$ cat config.mk
export PLATFORM = sky130hd
export DESIGN_NAME = aes_job_ctrl
export DESIGN_NICKNAME = d
export VERILOG_FILES = /design/src/rtl/aes_job_ctrl.sv
export SDC_FILE = /design/constraint.sdc
export NUM_CORES = 1
export LEC_CHECK = 0
export CORE_AREA = 4 4 356 358
export DETAILED_ROUTE_END_ITERATION = 7
export DIE_AREA = 0 0 360 362
export PLACE_DENSITY_LB_ADDON = 0.25
export SYNTH_ARGS = -nofsm -noshare
export SYNTH_HDL_FRONTEND = slang
export SYNTH_SLANG_ARGS = --single-unit
$ cat constraint.sdc
create_clock -name clk -period 28.2 [get_ports clk]
set_clock_uncertainty 0.2 [all_clocks]
set_input_delay 5.64 -clock clk [delete_from_list [all_inputs] [get_ports clk]]
set_output_delay 5.64 -clock clk [all_outputs]
set_load 0.005 [all_outputs]
$ cat src/rtl/aes_job_ctrl.sv
// rtl/aes_job_ctrl.sv - job sequencer, in-flight tracker and result FIFO for the AES datapath
//
// Purpose
//   Accepts tagged encrypt/decrypt/key-load jobs, sequences key expansion,
//   issues data blocks into the fixed-latency enc/dec pipelines, picks the
//   per-job result when it emerges and queues it in an output FIFO.
//
// Ports
//   clk, n_rst                 clock, synchronous active-low reset
//   in_valid/in_ready          job handshake
//   in_key_op, in_ed_sel       job kind (key load / data) and mode (1 = encrypt)
//   in_data, in_key, in_tag    job payload
//   kx_start, kx_key, kx_done  key expansion request / key / completion pulse
//   pipe_valid/ed_sel/data     registered issue into the enc/dec pipelines
//   pipe_res_e, pipe_res_d     pipeline outputs, LAT cycles after pipe_valid
//   out_valid/ready/data/tag   result FIFO head and downstream handshake
//   out_err                    data job rejected for lack of a key (data = 0)
//   key_loaded, busy           status

module aes_job_ctrl #(
  parameter int DATA_W = 129,
  parameter int KEY_W  = 128,
  parameter int TAG_W  = 4,
  parameter int LAT    = 11,
  parameter int DEPTH  = 4
) (
  input  logic              clk,
  input  logic              n_rst,
  input  logic              in_valid,
  output logic              in_ready,
  input  logic              in_key_op,
  input  logic              in_ed_sel,
  input  logic [DATA_W-1:0] in_data,
  input  logic [KEY_W-1:0]  in_key,
  input  logic [TAG_W-1:0]  in_tag,
  output logic              kx_start,
  output logic [KEY_W-1:0]  kx_key,
  input  logic              kx_done,
  output logic              pipe_valid,
  output logic              pipe_ed_sel,
  output logic [DATA_W-1:0] pipe_data,
  input  logic [DATA_W-1:0] pipe_res_e,
  input  logic [DATA_W-1:0] pipe_res_d,
  output logic              out_valid,
  input  logic              out_ready,
  output logic [DATA_W-1:0] out_data,
  output logic [TAG_W-1:0]  out_tag,
  output logic              out_err,
  output logic              key_loaded,
  output logic              busy
);

  localparam int CNT_W = $clog2(DEPTH + 1);
  localparam int PTR_W = $clog2(DEPTH);
  localparam logic [CNT_W:0]   CREDIT   = (CNT_W + 1)'(DEPTH);
  localparam logic [PTR_W-1:0] LAST_PTR = PTR_W'(DEPTH - 1);

  typedef enum logic [1:0] {
    IDLE    = 2'd0,
    READY   = 2'd1,
    DRAIN   = 2'd2,
    KEY_EXP = 2'd3
  } state_t;

  state_t state, state_nxt;
  logic   kx_start_nxt;

  logic [CNT_W-1:0] inflight;
  logic [CNT_W-1:0] fifo_count;
  logic             accepting;
  logic             credit_ok;
  logic             accept;
  logic             key_acc;
  logic             data_acc;
  logic             data_acc_ready;
  logic             data_acc_idle;

  logic [TAG_W-1:0] pipe_tag;

  // Per-job side band that rides alongside the enc/dec pipelines.
  logic [LAT-1:0]   sr_v;
  logic [LAT-1:0]   sr_e;
  logic [TAG_W-1:0] sr_tag [LAT];

  // Rejected (no key) data job waiting one cycle for its FIFO slot.
  logic             err_v;
  logic [TAG_W-1:0] err_tag;

  logic              push;
  logic              pop;
  logic [DATA_W-1:0] push_data;
  logic [TAG_W-1:0]  push_tag;
  logic              push_err;

  logic [DATA_W-1:0] data_mem [DEPTH];
  logic [TAG_W-1:0]  tag_mem  [DEPTH];
  logic [DEPTH-1:0]  err_mem;
  logic [PTR_W-1:0]  wr_ptr;
  logic [PTR_W-1:0]  rd_ptr;

  // Credit: every accepted data job owns a FIFO slot from acceptance until
  // it is popped, so pushes can never overflow the FIFO.
  assign accepting = (state == IDLE) || (state == READY);
  assign credit_ok = ({1'b0, inflight} + {1'b0, fifo_count}) < CREDIT;
  assign in_ready  = n_rst && accepting && credit_ok;

  assign accept         = in_valid && in_ready;
  assign key_acc        = accept && in_key_op;
  assign data_acc       = accept && !in_key_op;
  assign data_acc_ready = data_acc && (state == READY);
  assign data_acc_idle  = data_acc && (state == IDLE);

  // FSM: state register
  always_ff @(posedge clk) begin
    if (!n_rst) begin
      state    <= IDLE;
      kx_start <= 1'b0;
    end else begin
      state    <= state_nxt;
      kx_start <= kx_start_nxt;
    end
  end

  // FSM: next state
  always_comb begin
    state_nxt    = state;
    kx_start_nxt = 1'b0;
    case (state)
      IDLE, READY: begin
        if (key_acc) state_nxt = DRAIN;
      end
      DRAIN: begin
        // The old key must stay valid until every in-flight job is pushed.
        if ((inflight == '0) && !pipe_valid) begin
          kx_start_nxt = 1'b1;
          state_nxt    = KEY_EXP;
        end
      end
      KEY_EXP: begin
        if (kx_done) state_nxt = READY;
      end
      default: state_nxt = IDLE;
    endcase
  end

  always_ff @(posedge clk) begin
    if (!n_rst) begin
      kx_key     <= '0;
      key_loaded <= 1'b0;
    end else begin
      if (key_acc) kx_key <= in_key;
      if (kx_start_nxt) begin
        key_loaded <= 1'b0;
      end else if ((state == KEY_EXP) && kx_done) begin
        key_loaded <= 1'b1;
      end
    end
  end

  // Issue register into the pipelines.
  always_ff @(posedge clk) begin
    if (!n_rst) begin
      pipe_valid  <= 1'b0;
      pipe_ed_sel <= 1'b0;
      pipe_data   <= '0;
      pipe_tag    <= '0;
    end else begin
      pipe_valid <= data_acc_ready;
      if (data_acc_ready) begin
        pipe_ed_sel <= in_ed_sel;
        pipe_data   <= in_data;
        pipe_tag    <= in_tag;
      end
    end
  end

  // Side-band shift register: stage LAT-1 lines up with the cycle in which
  // the pipeline result for that job is present on pipe_res_e/pipe_res_d.
  always_ff @(posedge clk) begin
    if (!n_rst) begin
      sr_v <= '0;
      sr_e <= '0;
      for (int i = 0; i < LAT; i++) sr_tag[i] <= '0;
      err_v   <= 1'b0;
      err_tag <= '0;
    end else begin
      sr_v[0]   <= pipe_valid;
      sr_e[0]   <= pipe_ed_sel;
      sr_tag[0] <= pipe_tag;
      for (int i = 1; i < LAT; i++) begin
        sr_v[i]   <= sr_v[i-1];
        sr_e[i]   <= sr_e[i-1];
        sr_tag[i] <= sr_tag[i-1];
      end
      err_v <= data_acc_idle;
      if (data_acc_idle) err_tag <= in_tag;
    end
  end

  // Error pushes only happen in IDLE, where nothing can be in flight, so the
  // two push sources never collide.
  assign push      = err_v || sr_v[LAT-1];
  assign push_err  = err_v;
  assign push_tag  = err_v ? err_tag : sr_tag[LAT-1];
  assign push_data = err_v ? '0 : (sr_e[LAT-1] ? pipe_res_e : pipe_res_d);

  always_ff @(posedge clk) begin
    if (!n_rst) begin
      inflight <= '0;
    end else begin
      case ({data_acc, push})
        2'b10:   inflight <= inflight + CNT_W'(1);
        2'b01:   inflight <= inflight - CNT_W'(1);
        default: ;
      endcase
    end
  end

  // Output FIFO
  assign out_valid = (fifo_count != '0);
  assign pop       = out_valid && out_ready;
  assign out_data  = data_mem[rd_ptr];
  assign out_tag   = tag_mem[rd_ptr];
  assign out_err   = err_mem[rd_ptr];

  always_ff @(posedge clk) begin
    if (!n_rst) begin
      for (int i = 0; i < DEPTH; i++) begin
        data_mem[i] <= '0;
        tag_mem[i]  <= '0;
      end
      err_mem    <= '0;
      wr_ptr     <= '0;
      rd_ptr     <= '0;
      fifo_count <= '0;
    end else begin
      if (push) begin
        data_mem[wr_ptr] <= push_data;
        tag_mem[wr_ptr]  <= push_tag;
        err_mem[wr_ptr]  <= push_err;
        wr_ptr           <= (wr_ptr == LAST_PTR) ? '0 : wr_ptr + PTR_W'(1);
      end
      if (pop) begin
        rd_ptr <= (rd_ptr == LAST_PTR) ? '0 : rd_ptr + PTR_W'(1);
      end
      case ({push, pop})
        2'b10:   fifo_count <= fifo_count + CNT_W'(1);
        2'b01:   fifo_count <= fifo_count - CNT_W'(1);
        default: ;
      endcase
    end
  end

  assign busy = !accepting || (inflight != '0) || (fifo_count != '0);

endmodule

==> reports/qor.csv, run 1 <==
metric;value;unit
Cell Pwr Density;61.3;mW/mm²
Pins Over Slew Limit;0;
area of the multi-input gates;0.0117;mm²
final period utilization;47.8;%
crit path DAT;7.64;ns
grt total ovfl;0;
maximum clock insertion buffer count;3;
CP endpoint kind;primary output;
pre-CTS setup slack;14.71;ns
die area;0.130;mm²
register bit total from synthesis;886;
startpoint types;input port;
post-synthesis sequential area ratio;63.0;%
Worst Path Required;22.36;ns
most common cell after layout, fill and taps aside;clkdlybuf4s50_1;
share of cells above drive strength 1;11.5;%
Main synth FF type;edfxtp_1;
Die Height;362;µm
Critical path buffers and inverters;2;
gr busiest metal;met2;
Internal;0.00236;W
post-CTS setup buffers;0;
post-CTS sizing;0;
CTS hold repair buffers;0;
First-pass DRT Iterations;4;
CTS Sinks;886;
syn nets;3499;
worst setup margin;14.72;ns
Comb pwr share;13.8;%
GRT met2 Usage;29.9;%
CTS tree;yes;
die width;360;µm
Setup violations, final;0;
Mapped Area;0.0366;mm²
status;finished, final reports clean;
critical path startpoint;n_rst;
synthesis-to-finish area growth;37.8;%
worst flop-to-flop path startpoint;err_v;
worst setup path category;input port to primary output;
post-route minimum period;13.48;ns
Detail Route Antenna Nets;0;
Worst path top cell family by delay;buffers and inverters;
leading cell types in the layout, fill and taps excluded;922 x clkdlybuf4s50_1, 532 x edfxtp_1, 524 x nand2_1, 415 x nor2_1, 351 x dfxtp_1;
row count;129;
worst-path cell chain;buf_8, or4b_4, nor3_1, clkdlybuf4s50_1;
initial core utilization;29.7;%
RSZ-0062 raised after global routing;false;
Max-slew headroom;25.0;%
number of CTS-inserted buffers;98;
grt met3 use;6.12;%
syn avg cell area;12.4;µm²
Sw Ratio;23.8;%
routed vias;24800;
post-synth cell types;41;
vias per cell;4.47;
CP max stage delay;0.61;ns
clock-pin slew on the worst setup and hold paths;0.06;ns
largest net degree at the start of global routing;135;
ys async rst share;0;%
total power;0.00309;W
sequential share of power;46.5;%
register area;0.0231;mm²
H-tree levels;3;
DRT Wirelength;114;mm
Clk Latency, worst-skew pair;0.67;ns
io pins;924;
Max Cap Viol;0;
final hold slack;0.228;ns
gr usage total;16.8;%
Final Wtd Congestion;0.772;
NumNets Final;4364;
detailed router's first-iteration violation count;1272;
wire per inst;20.5;µm
Worst-Margin Slew;1.13;ns
Synth Instances;2962;
met1 Track Usage GR;18.6;%
I/O Buffers;923;
final hold vios;0;
NetSw;0.000735;W
fillers;11800;
yosys warns;0;
CP Max Fanout;115;
power share of the clock group;39.7;%
final HPWL from detailed placement;76.2;mm
DRC Markers;0;
Crit-path slowest cell;clkdlybuf4s50_1;
vias in the first global route;25200;
min-delay src;sr_tag[5][3];
EDFF count, synth;532;
leakage;19.6;nW
f_max;74.2;MHz
setup TNS;0;ns
first-pass GRT wire length;166;mm
Root Driver;clkbuf_16;
initial antenna violation count;28;
worst min path class;flip-flop to flip-flop;
CORE AREA;0.123;mm²
Max VDD drop;0.0443;mV
==> layout make-up <==
type | count | area share, %
multi-input cells | 1607 | 23.2
clock buffers | 126 | 5.23
repair buffers | 952 | 18.8
clock inverters | 48 | 0.808
well taps | 1637 | 4.06
diodes | 4 | 0.0198
inverters | 282 | 2.10
flip-flops and latches | 886 | 45.7
==> worst register-to-register path, stage by stage, from the launching register on <==
cell,delay [ns]
dfxtp_1,0.70
or2_2,0.31
nand4_1,0.18
buf_12,0.34
nand2_4,0.74
buf_4,0.88
==> per-layer routing <==
layer  up-vias  part of all wire [%]
li1      11700                     -
met1     12100                    37
met2       797                    51
met3       170                   8.7
met4        38                   2.9
met5         -                  0.19
==> state kept, by name (all words and copies together) (netlist names), 11 cells and up, named ones only <==
name       flops
sr_v          11
kx_key       128
tag_mem       16
sr_e          11
sr_tag        44
data_mem     516
pipe_data    129
==> worst paths after layout <==
path,to,slack (ns),depth (start not counted)
max,in_ready,14.72,4
min,sr_tag[6][3],0.23,1
max reg2reg,data_mem[0][81],24.40,5
min reg2reg,sr_tag[6][3],0.23,1
==> synth_stat cells, types with 2 or more instances <==
master    instances  area (µm²)
dfxtp_1         354        7090
mux2i_1         267        2670
buf_8             3        45.0
inv_1           281        1050
or3_1             5        31.3
ha_1              9         113
nor3_1            2        10.0
nor4_1            2        12.5
o21ai_0           2        10.0
or4_1             2        15.0
a21oi_1           9        45.0
nand3b_1          2        15.0
buf_1            35         131
nand2_1         527        1980
clkbuf_1        119         447
buf_4             2        15.0
and2_1           66         413
nor2_1          415        1560
edfxtp_1        532       16000
nor2b_1           2        12.5
xor2_1            4        35.0
o31ai_1           2        15.0
mux2_2          129        1450
buf_2            22         110
a22oi_1           8        60.1
mux2_1            5        56.3
fa_1              2        40.0
nand4_1           3        18.8
mux4_2          134        3020
buf_6             6        67.6
==> power groups by stage <==
stage	combinational, W	sequential [W]	clock (W)
finish	0.000427	0.00144	0.00123
global route	0.000459	0.00144	0.00132
CTS	0.000441	0.00144	0.00127
detailed placement	0.000440	0.00147	0
global placement	0.000439	0.00146	0
floorplan	0.000191	0.00146	0
==> stage by stage <==
stage / utilization, % / std cells / area [µm²]
4_1_cts: 40.9 / 5538 / 50400
5_1_grt: 40.9 / 5540 / 50500
3_5_place_dp: 38.4 / 5364 / 47400
6_report: 40.9 / 5542 / 50500
3_3_place_gp: 38.4 / 5364 / 47400
2_1_floorplan: - / 2962 / 36600
==> cell families (layout without fill, tap and decap cells) <==
kind of cell,count (synthesis),in the layout,synth area share [%]
AO/OA/AOI/OAI,24,24,0.414
XOR/XNOR,4,4,0.0957
adder cells (fa/ha/maj),11,11,0.417
buffers and inverters,469,1408,5.12
flip-flops,886,886,63.0
multiplexers,535,535,19.7
other,0,4,0
AND/OR/NAND/NOR,1033,1033,11.3
(Power assumes the default switching activity.)
==> inputs of run 2 (changes only) <==
==> constraint.sdc (replaced) <==
create_clock -name clk -period 11.5 [get_ports clk]
set_clock_uncertainty 0.2 [all_clocks]
set_input_delay 2.3 -clock clk [delete_from_list [all_inputs] [get_ports clk]]
set_output_delay 2.3 -clock clk [all_outputs]
set_load 0.005 [all_outputs]
==> run 2 against run 1 <==
Compared with the run above:
- via count is 0.28% higher
- routed wire length is 3.1% higher
- core utilization is 0.17 points higher
- flip-flop and latch count stayed put
- critical path depth stayed put
- global-route usage is 0.53 points higher
- cell count is 0.36% higher
- sequential share of layout area is 0.19 points lower
- the run now ends with slew limit left
- non-clock buffer count stayed put
- die area stayed put
- hold slack worse by 0.00052 ns
==> reports/qor.csv, run 2 (synthesis gave the netlist of run 1 again) <==
metric;value;unit;change
status;finished with violations;;
violated checks;slew limit;;
DRC Markers;0;;unchanged
leading cell types in the layout, fill and taps excluded;922 x clkdlybuf4s50_1, 532 x edfxtp_1, 524 x nand2_1, 415 x nor2_1, 351 x dfxtp_1;;
leakage;19.6;nW;+0.32%
CTS Sinks;886;;unchanged
CTS hold repair buffers;0;;unchanged
die area;0.130;mm²;unchanged
Max VDD drop;0.119;mV;+170%
Detail Route Antenna Nets;0;;unchanged
crit path DAT;4.24;ns;-3.40 ns
initial core utilization;29.7;%;unchanged
post-route minimum period;6.74;ns;
vias in the first global route;25500;;+1.1%
gr usage total;17.3;%;+0.53 points
Final Wtd Congestion;0.794;;+2.8%
post-CTS sizing;0;;unchanged
Internal;0.00592;W;+150%
largest net degree at the start of global routing;135;;unchanged
CP endpoint kind;primary output;;
synthesis-to-finish area growth;38.4;%;
largest registers;data_mem (516), pipe_data (129), kx_key (128);;
share of cells above drive strength 1;11.4;%;-0.18 points
Setup violations, final;0;;unchanged
Max Cap Viol;0;;unchanged
routed vias;24800;;+0.28%
fin area;0.0507;mm²;+0.41%
first-pass GRT wire length;170;mm;+2.2%
most common cell after layout, fill and taps aside;clkdlybuf4s50_1;;
CP Max Fanout;69;;-40%
final period utilization;58.6;%;
final HPWL from detailed placement;80.1;mm;+5.2%
power share of the clock group;40.8;%;+1.1 points
initial antenna violation count;35;;+25%
vias per cell;4.47;;about the same
wire per inst;21.1;µm;+2.7%
sequential share of power;45.7;%;-0.8 points
worst-path cell chain;buf_8, or4b_4, nor3_1, clkdlybuf4s50_1;;
clock-pin slew on the worst setup and hold paths;0.06;ns;about the same
Clk Latency, worst-skew pair;0.67;ns;about the same
Max-slew headroom;-4.76;%;-30 points
DRT Wirelength;117;mm;+3.1%
Crit-path slowest cell;clkdlybuf4s50_1;;
NumNets Final;4365;;+0.023%
Top reg by flops;data_mem;;
startpoint types;input port;;
post-CTS setup buffers;0;;unchanged
Cell Pwr Density;153;mW/mm²;+150%
RSZ-0062 raised after global routing;false;;
Placed Area;0.0474;mm²;unchanged
Root Driver;clkbuf_16;;
Comb pwr share;13.5;%;-0.3 points
CP max stage delay;0.62;ns;about the same
final hold vios;0;;unchanged
Pins Over Slew Limit;46;;+46
detailed router's first-iteration violation count;1118;;-12%
f_max;148;MHz;
worst min path class;flip-flop to flip-flop;;
CORE AREA;0.123;mm²;unchanged
Worst R2R Path Depth;6;;+1
NetSw;0.00181;W;+150%
H-tree levels;3;;unchanged
Sw Ratio;23.4;%;-0.38 points
setup TNS;0;ns;unchanged
maximum clock insertion buffer count;3;;unchanged
Die Height;362;µm;unchanged
die width;360;µm;unchanged
Worst Path Required;9.00;ns;-13.36 ns
max reg flops;516;;unchanged
number of CTS-inserted buffers;99;;+1.0%
Hold Path Depth;1;;unchanged
worst setup path category;input port to primary output;;
grt total ovfl;0;;unchanged
io pins;924;;unchanged
First-pass DRT Iterations;5;;+1
row count;129;;unchanged
I/O Buffers;923;;unchanged
Worst-Margin Slew;1.57;ns;+0.446 ns
CTS tree;yes;;
## run 2: cell types whose count changed in the layout (fill, tap and decap cells not counted), sizes merged
cell | before | now
diode | 4 | 14
bufinv | 3 | 9
clkinv | 37 | 41
inv | 288 | 285
clkbuf | 126 | 128
clkinvlp | 2 | 3
## run 2: metal layers
metal / up-vias / global-route usage, % / wire (µm)
li1: 11700 / - / -
met1: 12000 / 18.6 / 42800
met2: 822 / 30.7 / 59400
met3: 212 / 6.57 / 10500
met4: 38 / 6.83 / 4480
met5: - / 0 / 253
## run 2: worst paths after layout
path	slack, ns	endpoint	start
setup reg to reg	7.73	pipe_data[46]	fifo_count[2]
hold / removal	0.23	sr_tag[2][2]	sr_tag[1][2]
setup / recovery	4.76	in_ready	n_rst
hold reg to reg	0.23	sr_tag[2][2]	sr_tag[1][2]
## run 2: area by class of cell
type / count / area, µm²
fill: 11800 / 72700
sequential: 886 / 23100
multi-input combinational: 1607 / 11700
timing repair buffer: 952 / 9500
clock buffer: 128 / 2660
tap: 1637 / 2050
inverter: 282 / 1060
clock inverter: 56 / 568
antenna: 14 / 35.0
## run 2: power by group through the flow
stage / Sequential [W] / Clock (W) / Combinational (W)
after CTS: 0.00354 / 0.00326 / 0.00108
after global placement: 0.00360 / 0 / 0.00107
final: 0.00353 / 0.00315 / 0.00104
after floorplan: 0.00358 / 0 / 0.000468
after detailed placement: 0.00361 / 0 / 0.00107
after global routing: 0.00355 / 0.00338 / 0.00112
## run 2: worst max-delay path, delay by kind of cell
| family | cells | cell delay [ns] |
|---|---|---|
| buf+inv | 2 | 0.94 |
| simple gates | 2 | 0.94 |
## run 2: metrics by stage
stage / setup WS [ns] / instances / hold slack (ns) / util (%) / total power, W
after global routing: 4.48 / 5553 / 0.238 / 41.1 / 0.00805
after detailed placement: 4.77 / 5364 / 0.217 / 38.4 / 0.00468
after floorplan: 4.13 / 2962 / 0.212 / - / 0.00405
after CTS: 4.63 / 5548 / 0.219 / 41.1 / 0.00787
after global placement: 4.75 / 5364 / 0.213 / 38.4 / 0.00467
final: 4.76 / 5562 / 0.227 / 41.1 / 0.00773
